## src/rtl/axi_arb_pkg.sv

```systemverilog
// Shared encodings and field widths for the 2:1 AXI3 debug arbiter.
// Owner encoding doubles as the grant FSM state and the rd_owner/wr_owner debug value.
package axi_arb_pkg;

  typedef enum logic [1:0] {
    OWN_IDLE = 2'b00,
    OWN_S0   = 2'b01,
    OWN_S1   = 2'b10
  } owner_e;

  localparam int LEN_W   = 4;
  localparam int SIZE_W  = 3;
  localparam int BURST_W = 2;
  localparam int LOCK_W  = 2;
  localparam int CACHE_W = 4;
  localparam int PROT_W  = 3;
  localparam int RESP_W  = 2;

  localparam logic [RESP_W-1:0] RESP_OKAY   = 2'b00;
  localparam logic [RESP_W-1:0] RESP_SLVERR = 2'b10;

  // Lone requester always wins; a tie goes to s1 only when prefer_s1 is set.
  function automatic owner_e pick_owner(input logic req0, input logic req1,
                                        input logic prefer_s1);
    if (req0 && req1) return prefer_s1 ? OWN_S1 : OWN_S0;
    return req1 ? OWN_S1 : OWN_S0;
  endfunction

endpackage

```

## src/rtl/axi_arb_grant.sv

```systemverilog
// Registered 2:1 grant FSM: idle -> owner on request, owner -> idle on xfer_done.
// ARB_DEBUG_PRIO_EN: s1 wins every tie and the round-robin pointer is removed.
module axi_arb_grant
  import axi_arb_pkg::*;
(
  input  logic   clk,
  input  logic   rst_n,
  input  logic   req0,
  input  logic   req1,
  input  logic   xfer_done,
  output owner_e owner
);

`ifdef ARB_DEBUG_PRIO_EN

  // NOTE: state uses non-blocking assignments and an async reset in the
  // sensitivity list; blocking here would create ordering races between flops.
  always_ff @(posedge clk or negedge rst_n) begin
    if (!rst_n) begin
      owner <= OWN_IDLE;
    end else begin
      case (owner)
        OWN_IDLE: if (req0 || req1) owner <= pick_owner(req0, req1, 1'b1);
        default:  if (xfer_done)    owner <= OWN_IDLE;
      endcase
    end
  end

`else

  logic   prefer_s1;
  owner_e winner;

  assign winner = pick_owner(req0, req1, prefer_s1);

  // Pointer starts on s0 and flips to whichever port was not just granted.
  always_ff @(posedge clk or negedge rst_n) begin
    if (!rst_n) begin
      owner     <= OWN_IDLE;
      prefer_s1 <= 1'b0;
    end else begin
      case (owner)
        OWN_IDLE: begin
          if (req0 || req1) begin
            owner     <= winner;
            prefer_s1 <= (winner == OWN_S0);
          end
        end
        default: if (xfer_done) owner <= OWN_IDLE;
      endcase
    end
  end

`endif

endmodule

```

## src/rtl/axi_debug_arbiter.sv

```systemverilog
// 2:1 AXI3 arbiter: CPU (s0) and UART debug master (s1) share one slave port (m).
// Read and write paths are granted independently; ARB_DEBUG_PRIO_EN gives s1 fixed priority.
module axi_debug_arbiter
  import axi_arb_pkg::*;
#(
  parameter int ID_W   = 4,
  parameter int ADDR_W = 32,
  parameter int DATA_W = 32
) (
  input  logic               clk,
  input  logic               rst_n,
  // s0: CPU core
  input  logic [ID_W-1:0]    s0_arid,
  input  logic [ADDR_W-1:0]  s0_araddr,
  input  logic [LEN_W-1:0]   s0_arlen,
  input  logic [SIZE_W-1:0]  s0_arsize,
  input  logic [BURST_W-1:0] s0_arburst,
  input  logic [LOCK_W-1:0]  s0_arlock,
  input  logic [CACHE_W-1:0] s0_arcache,
  input  logic [PROT_W-1:0]  s0_arprot,
  input  logic               s0_arvalid,
  output logic               s0_arready,
  output logic [ID_W-1:0]    s0_rid,
  output logic [DATA_W-1:0]  s0_rdata,
  output logic [RESP_W-1:0]  s0_rresp,
  output logic               s0_rlast,
  output logic               s0_rvalid,
  input  logic               s0_rready,
  input  logic [ID_W-1:0]    s0_awid,
  input  logic [ADDR_W-1:0]  s0_awaddr,
  input  logic [LEN_W-1:0]   s0_awlen,
  input  logic [SIZE_W-1:0]  s0_awsize,
  input  logic [BURST_W-1:0] s0_awburst,
  input  logic [LOCK_W-1:0]  s0_awlock,
  input  logic [CACHE_W-1:0] s0_awcache,
  input  logic [PROT_W-1:0]  s0_awprot,
  input  logic               s0_awvalid,
  output logic               s0_awready,
  input  logic [ID_W-1:0]    s0_wid,
  input  logic [DATA_W-1:0]  s0_wdata,
  input  logic [DATA_W/8-1:0] s0_wstrb,
  input  logic               s0_wlast,
  input  logic               s0_wvalid,
  output logic               s0_wready,
  output logic [ID_W-1:0]    s0_bid,
  output logic [RESP_W-1:0]  s0_bresp,
  output logic               s0_bvalid,
  input  logic               s0_bready,
  // s1: UART debug-download master
  input  logic [ID_W-1:0]    s1_arid,
  input  logic [ADDR_W-1:0]  s1_araddr,
  input  logic [LEN_W-1:0]   s1_arlen,
  input  logic [SIZE_W-1:0]  s1_arsize,
  input  logic [BURST_W-1:0] s1_arburst,
  input  logic [LOCK_W-1:0]  s1_arlock,
  input  logic [CACHE_W-1:0] s1_arcache,
  input  logic [PROT_W-1:0]  s1_arprot,
  input  logic               s1_arvalid,
  output logic               s1_arready,
  output logic [ID_W-1:0]    s1_rid,
  output logic [DATA_W-1:0]  s1_rdata,
  output logic [RESP_W-1:0]  s1_rresp,
  output logic               s1_rlast,
  output logic               s1_rvalid,
  input  logic               s1_rready,
  input  logic [ID_W-1:0]    s1_awid,
  input  logic [ADDR_W-1:0]  s1_awaddr,
  input  logic [LEN_W-1:0]   s1_awlen,
  input  logic [SIZE_W-1:0]  s1_awsize,
  input  logic [BURST_W-1:0] s1_awburst,
  input  logic [LOCK_W-1:0]  s1_awlock,
  input  logic [CACHE_W-1:0] s1_awcache,
  input  logic [PROT_W-1:0]  s1_awprot,
  input  logic               s1_awvalid,
  output logic               s1_awready,
  input  logic [ID_W-1:0]    s1_wid,
  input  logic [DATA_W-1:0]  s1_wdata,
  input  logic [DATA_W/8-1:0] s1_wstrb,
  input  logic               s1_wlast,
  input  logic               s1_wvalid,
  output logic               s1_wready,
  output logic [ID_W-1:0]    s1_bid,
  output logic [RESP_W-1:0]  s1_bresp,
  output logic               s1_bvalid,
  input  logic               s1_bready,
  // m: towards crossbar / memory controller
  output logic [ID_W-1:0]    m_arid,
  output logic [ADDR_W-1:0]  m_araddr,
  output logic [LEN_W-1:0]   m_arlen,
  output logic [SIZE_W-1:0]  m_arsize,
  output logic [BURST_W-1:0] m_arburst,
  output logic [LOCK_W-1:0]  m_arlock,
  output logic [CACHE_W-1:0] m_arcache,
  output logic [PROT_W-1:0]  m_arprot,
  output logic               m_arvalid,
  input  logic               m_arready,
  input  logic [ID_W-1:0]    m_rid,
  input  logic [DATA_W-1:0]  m_rdata,
  input  logic [RESP_W-1:0]  m_rresp,
  input  logic               m_rlast,
  input  logic               m_rvalid,
  output logic               m_rready,
  output logic [ID_W-1:0]    m_awid,
  output logic [ADDR_W-1:0]  m_awaddr,
  output logic [LEN_W-1:0]   m_awlen,
  output logic [SIZE_W-1:0]  m_awsize,
  output logic [BURST_W-1:0] m_awburst,
  output logic [LOCK_W-1:0]  m_awlock,
  output logic [CACHE_W-1:0] m_awcache,
  output logic [PROT_W-1:0]  m_awprot,
  output logic               m_awvalid,
  input  logic               m_awready,
  output logic [ID_W-1:0]    m_wid,
  output logic [DATA_W-1:0]  m_wdata,
  output logic [DATA_W/8-1:0] m_wstrb,
  output logic               m_wlast,
  output logic               m_wvalid,
  input  logic               m_wready,
  input  logic [ID_W-1:0]    m_bid,
  input  logic [RESP_W-1:0]  m_bresp,
  input  logic               m_bvalid,
  output logic               m_bready,
  // debug
  output logic [1:0]         rd_owner,
  output logic [1:0]         wr_owner
);

  owner_e rd_own, wr_own;
  logic   rd_s0, rd_s1, wr_s0, wr_s1;
  logic   ar_done, aw_done, w_done;
  logic   rd_release, wr_release;

  assign rd_s0 = (rd_own == OWN_S0);
  assign rd_s1 = (rd_own == OWN_S1);
  assign wr_s0 = (wr_own == OWN_S0);
  assign wr_s1 = (wr_own == OWN_S1);

  assign rd_owner = rd_own;
  assign wr_owner = wr_own;

  // m_rready/m_bready are zero while idle, so release can only fire for an owner.
  assign rd_release = m_rvalid & m_rready & m_rlast;
  assign wr_release = m_bvalid & m_bready;

  axi_arb_grant u_rd_grant (
    .clk       (clk),
    .rst_n     (rst_n),
    .req0      (s0_arvalid),
    .req1      (s1_arvalid),
    .xfer_done (rd_release),
    .owner     (rd_own)
  );

  // W-only traffic is not a request; the write grant is keyed on AW.
  axi_arb_grant u_wr_grant (
    .clk       (clk),
    .rst_n     (rst_n),
    .req0      (s0_awvalid),
    .req1      (s1_awvalid),
    .xfer_done (wr_release),
    .owner     (wr_own)
  );

  always_ff @(posedge clk or negedge rst_n) begin
    if (!rst_n) begin
      ar_done <= 1'b0;
      aw_done <= 1'b0;
      w_done  <= 1'b0;
    end else begin
      if (rd_release)                   ar_done <= 1'b0;
      else if (m_arvalid && m_arready)  ar_done <= 1'b1;

      if (wr_release) begin
        aw_done <= 1'b0;
        w_done  <= 1'b0;
      end else begin
        if (m_awvalid && m_awready)          aw_done <= 1'b1;
        if (m_wvalid && m_wready && m_wlast) w_done  <= 1'b1;
      end
    end
  end

  // ---------------------------------------------------------------- read path
  // NOTE: every output of a combinational block gets a default first so that
  // the idle branch cannot leave anything unassigned and infer a latch.
  always_comb begin
    m_arid = '0; m_araddr = '0; m_arlen = '0; m_arsize = '0; m_arburst = '0;
    m_arlock = '0; m_arcache = '0; m_arprot = '0; m_arvalid = 1'b0;
    if (rd_s0) begin
      m_arid = s0_arid; m_araddr = s0_araddr; m_arlen = s0_arlen;
      m_arsize = s0_arsize; m_arburst = s0_arburst; m_arlock = s0_arlock;
      m_arcache = s0_arcache; m_arprot = s0_arprot;
      m_arvalid = s0_arvalid & ~ar_done;
    end else if (rd_s1) begin
      m_arid = s1_arid; m_araddr = s1_araddr; m_arlen = s1_arlen;
      m_arsize = s1_arsize; m_arburst = s1_arburst; m_arlock = s1_arlock;
      m_arcache = s1_arcache; m_arprot = s1_arprot;
      m_arvalid = s1_arvalid & ~ar_done;
    end
  end

  assign s0_arready = rd_s0 & ~ar_done & m_arready;
  assign s1_arready = rd_s1 & ~ar_done & m_arready;
  assign m_rready   = (rd_s0 & s0_rready) | (rd_s1 & s1_rready);

  always_comb begin
    s0_rid = '0; s0_rdata = '0; s0_rresp = '0; s0_rlast = 1'b0; s0_rvalid = 1'b0;
    s1_rid = '0; s1_rdata = '0; s1_rresp = '0; s1_rlast = 1'b0; s1_rvalid = 1'b0;
    if (rd_s0) begin
      s0_rid = m_rid; s0_rdata = m_rdata; s0_rresp = m_rresp;
      s0_rlast = m_rlast; s0_rvalid = m_rvalid;
    end else if (rd_s1) begin
      s1_rid = m_rid; s1_rdata = m_rdata; s1_rresp = m_rresp;
      s1_rlast = m_rlast; s1_rvalid = m_rvalid;
    end
  end

  // --------------------------------------------------------------- write path
  always_comb begin
    m_awid = '0; m_awaddr = '0; m_awlen = '0; m_awsize = '0; m_awburst = '0;
    m_awlock = '0; m_awcache = '0; m_awprot = '0; m_awvalid = 1'b0;
    m_wid = '0; m_wdata = '0; m_wstrb = '0; m_wlast = 1'b0; m_wvalid = 1'b0;
    if (wr_s0) begin
      m_awid = s0_awid; m_awaddr = s0_awaddr; m_awlen = s0_awlen;
      m_awsize = s0_awsize; m_awburst = s0_awburst; m_awlock = s0_awlock;
      m_awcache = s0_awcache; m_awprot = s0_awprot;
      m_awvalid = s0_awvalid & ~aw_done;
      m_wid = s0_wid; m_wdata = s0_wdata; m_wstrb = s0_wstrb; m_wlast = s0_wlast;
      m_wvalid = s0_wvalid & ~w_done;
    end else if (wr_s1) begin
      m_awid = s1_awid; m_awaddr = s1_awaddr; m_awlen = s1_awlen;
      m_awsize = s1_awsize; m_awburst = s1_awburst; m_awlock = s1_awlock;
      m_awcache = s1_awcache; m_awprot = s1_awprot;
      m_awvalid = s1_awvalid & ~aw_done;
      m_wid = s1_wid; m_wdata = s1_wdata; m_wstrb = s1_wstrb; m_wlast = s1_wlast;
      m_wvalid = s1_wvalid & ~w_done;
    end
  end

  assign s0_awready = wr_s0 & ~aw_done & m_awready;
  assign s1_awready = wr_s1 & ~aw_done & m_awready;
  assign s0_wready  = wr_s0 & ~w_done & m_wready;
  assign s1_wready  = wr_s1 & ~w_done & m_wready;
  assign m_bready   = (wr_s0 & s0_bready) | (wr_s1 & s1_bready);

  // B is routed purely by grant state; bresp errors pass through untouched.
  always_comb begin
    s0_bid = '0; s0_bresp = '0; s0_bvalid = 1'b0;
    s1_bid = '0; s1_bresp = '0; s1_bvalid = 1'b0;
    if (wr_s0) begin
      s0_bid = m_bid; s0_bresp = m_bresp; s0_bvalid = m_bvalid;
    end else if (wr_s1) begin
      s1_bid = m_bid; s1_bresp = m_bresp; s1_bvalid = m_bvalid;
    end
  end

endmodule

```

## config.mk

```make
export PLATFORM = sky130hd
export DESIGN_NAME = axi_debug_arbiter
export DESIGN_NICKNAME = d
export VERILOG_FILES = /design/src/rtl/axi_arb_pkg.sv /design/src/rtl/axi_arb_grant.sv /design/src/rtl/axi_debug_arbiter.sv
export SDC_FILE = /design/constraint.sdc
export NUM_CORES = 1
export LEC_CHECK = 0
export CORE_AREA = 4 4 241 243
export DETAILED_ROUTE_END_ITERATION = 12
export DIE_AREA = 0 0 245 247
export DONT_BUFFER_PORTS = 1
export SLEW_MARGIN = 20
export SYNTH_ARGS = -nofsm -noshare
export SYNTH_HDL_FRONTEND = slang
export SYNTH_SLANG_ARGS = --single-unit
```

## constraint.sdc

```tcl
create_clock -name clk -period 1.8 [get_ports clk]
set_input_delay 0.54 -clock clk [delete_from_list [all_inputs] [get_ports clk]]
set_output_delay 0.54 -clock clk [all_outputs]
set_load 0.005 [all_outputs]
```

==> key figures <==
STA
  – Final setup violation count: about 250
  – Fin. Hold Viols: 0
  – Final slew viol count: 0
  – Worst slew margin: 0.6162
  – Slack of the critical path: -0.2413 ns
  – Crit path time final: ~2 ns
  – Hold slack final: roughly 0.47 ns
  – Worst Max-Slew Pin Slew: approximately 0.57 ns
  – Fmax: 489.9 MHz
  – Clock Skews: 0.0002320 ns
  – RSZ-0062 raised after global routing: true
  – Tcrit/Tclk final: 1.134

Floorplan
  – Cell Rows: 87
  – Initial Util: 0.05036
  – Placeable Area: 55950 um2
  – Die area: 60520 um2
  – Die X-Extent: 245 um
  – IO Pins: roughly 600
  – Die Ht: approximately 250 um

Status
  – Violated checks: setup timing
  – Status: complete, but fails checks

Placement
  – GP Congestion: just over 0.8
  – Port Buffer Count: 0
  – Half-perimeter wire length after placement: 37410 um

Synth
  – Post-synth top area cell: a22o_1
  – Synthesized instance count: between 300 and 400
  – Synth Register Bits: 9
  – Share of the synthesized area in the top cell type: 0.4663
  – Syn_nets: just over 700
  – Mean post-synth cell area: 7.805 um2
  – Post-Syn Area: between 2000 and 3000 um2
  – Seq/Total Area, Yosys: 0.07993
  – Count of cell types in the netlist: 26
  – Syn. warnings: 0
  – Synth top area cells: a22o_1, and2_1, dfrtp_1

Global routing
  – Largest net degree at the start of global routing: around 40
  – GR Overflow Total: 0
  – Total GRT Usage: 0.1200
  – Global-route wire length before repair: approximately 46000 um
  – Initial antenna violation count: 14
  – Number of global-route vias before repair: 3730

Clocking
  – H-tree levels: 1
  – Cts bufs inserted: 3
  – Clock Tree Buf Depth: 2
  – Clk_lat worst skew: around 0.24 ns
  – CTS tree: done
  – Clock-pin slew on the worst setup and hold paths: roughly 0.04 ns
  – Root buffer cell: clkbuf_16
  – Clock sink count: 9

Job
  – Max Cap Viol: 0

Power
  – Comb power frac: 0.928
  – Internal: around 0.006 W
  – PD cells: 1914 nW/um2
  – Power Total: between 0.01 and 0.015 W
  – Flop pwr share: 0.037
  – Clock Power Share: 0.035
  – Total leakage power: about 2.3 nW
  – Switch share: 0.4551
  – NetSw: around 0.0052 W
  – Worst VDD drop: around 1.1 mV

Worst setup path
  – Crit path required time: around 1.3 ns
  – Crit start category: register
  – Crit-path max FO: 10
  – CP Buf/Inv Count: 3
  – Slowest stage delay, CP: ~0.43 ns
  – WS Path Type: register to output port
  – CP arrival: around 1.5 ns
  – R2R Path End: w_done$_DFFE_PN0P_
  – Worst r2r path cells: 6
  – CP Cell Sequence: nor2b_4 -> buf_12 -> buf_4 -> buf_16 -> a22o_4
  – CP Capture Type: output port
  – FF-to-FF setup slack: 0.23 ns
  – CP delay by family, top: flip-flops
  – Critical-path top delay cell: dfrtp_2
  – Reg2Reg Launch Point: u_wr_grant.owner[1]$_DFFE_PN0P_
  – Critical Path Source: u_wr_grant.owner[0]$_DFFE_PN0P_

Route
  – Vias: 3981
  – DR iter-0 viols: around 170
  – TritonRoute pass-1 iters: 4
  – DR WL/cell: between 30 and 40 um
  – Average vias per placed instance: approximately 3.3
  – Routed WL: around 43000 um
  – Post-route ant nets: 0
  – Residual DRC: 0

Layout
  – Most frequent cells in the layout: a22o_1, and2_4, buf_12
  – Area grow syn2layout: 110.4%
  – Layout Nets: 792
  – Share of layout cells above drive strength 1: 0.5824
  – Commonest non-fill, non-tap cell in the layout: a22o_1

Min path
  – Hold Crit Class: input pin to register
  – Hold path startpoint: m_awready
  – Hold path depth: 2
  – Hold Crit Endpoint: aw_done$_DFFE_PN0P_
-- stage by stage --
stage	cells	area [um2]	TNS, ns	util	setup slack [ns]
2_1_floorplan	361	2818	0	-	0.004535
3_3_place_gp	1137	4508	-0.0008364	0.08057	-0.0008364
3_5_place_dp	1137	4508	-0.04219	0.08057	-0.02456
4_1_cts	1149	4975	-39.57	0.08891	-0.2483
5_1_grt	1189	5927	-56.66	0.1059	-0.3017
6_report	1190	5929	-41.85	0.1060	-0.2413
-- worst max path at each step --
stage | cells after the start | endpoint | slack (ns)
3_3_place_gp | 5 | m_awlock[0] | -0.0008
6_report | 5 | m_awaddr[25] | -0.24
2_1_floorplan | 6 | m_awaddr[0] | 0.005
5_1_grt | 6 | m_awaddr[10] | -0.30
4_1_cts | 4 | m_awaddr[25] | -0.25
3_5_place_dp | 5 | m_awlock[0] | -0.02
-- worst reg2reg max path, delay by kind of cell, from the launching register on --
| family | cells | cell delay, ns |
|---|---|---|
| compound gates | 1 | 0.21 |
| buf+inv | 3 | 0.43 |
| flops | 1 | 0.38 |
| simple gates | 2 | 0.43 |
-- repair_timing --
action                                  in CTS  in global routing
buffers inserted                             3                 22
endpoints found under the setup margin     254                254
resized for setup                           52                140
pin swaps                                   10                 64
gates cloned                                 4                 17
hold buffers                                 1                  0
hold endpoints to repair                     9                  0
-- kinds of logic (layout without fill, tap and decap cells) --
family,after synthesis,count (layout),synth area share
AOI/OAI and AO/OA,166,166,0.4996
and+or+nand+nor,131,131,0.2882
buffers and inverters,54,124,0.1288
DFF,9,9,0.07993
muxes,1,1,0.003553
other,0,3,0
-- routing by layer --
metal / vias up / wire [um] / track usage
met3: 85 / 3066 / 0.02646
met1: 1907 / 14730 / 0.1234
li1: 1527 / - / -
met4: 6 / 1385 / 0.02433
met2: 456 / 23410 / 0.2457
met5: - / 34 / 0
-- cell type report --
class / count / area [um2]
clock buffer: 4 / 78.83
antenna: 3 / 7.507
tap: 756 / 945.9
multi-input combinational: 298 / 2824
timing repair buffer: 113 / 1819
sequential: 9 / 227.7
fill: 6454 / 50020
inverter: 7 / 26.28
-- synth_stat cells (all sizes together) --
cell type  count
a22o         150
and2          94
buf           37
clkbuf        10
dfrtp          9
and3           8
a21oi          7
inv            7
nand2          6
nor2b          6
nor2           5
o21ai          5
and3b          4
nand3          2
nand3b         2
nand4b         2
nor3b          2
o211ai         2
a31o           1
a32o           1
mux2i          1
-- power by group through the flow --
stage | Sequential [W] | Combinational (W) | Clock (W)
floorplan | 0.000390 | 0.00414 | 0
global placement | 0.000388 | 0.00780 | 0
detailed placement | 0.000401 | 0.00777 | 0
CTS | 0.000405 | 0.00865 | 0.000423
global route | 0.000427 | 0.0111 | 0.000444
finish | 0.000416 | 0.0105 | 0.000402
-- registers in the layout, indices dropped and copies added, names as in the netlist --
name / flops
u_wr_grant.owner: 2
aw_done: 1
u_wr_grant.prefer_s1: 1
ar_done: 1
u_rd_grant.owner: 2
w_done: 1
u_rd_grant.prefer_s1: 1
Note: power is estimated with default switching activity, not from simulation.
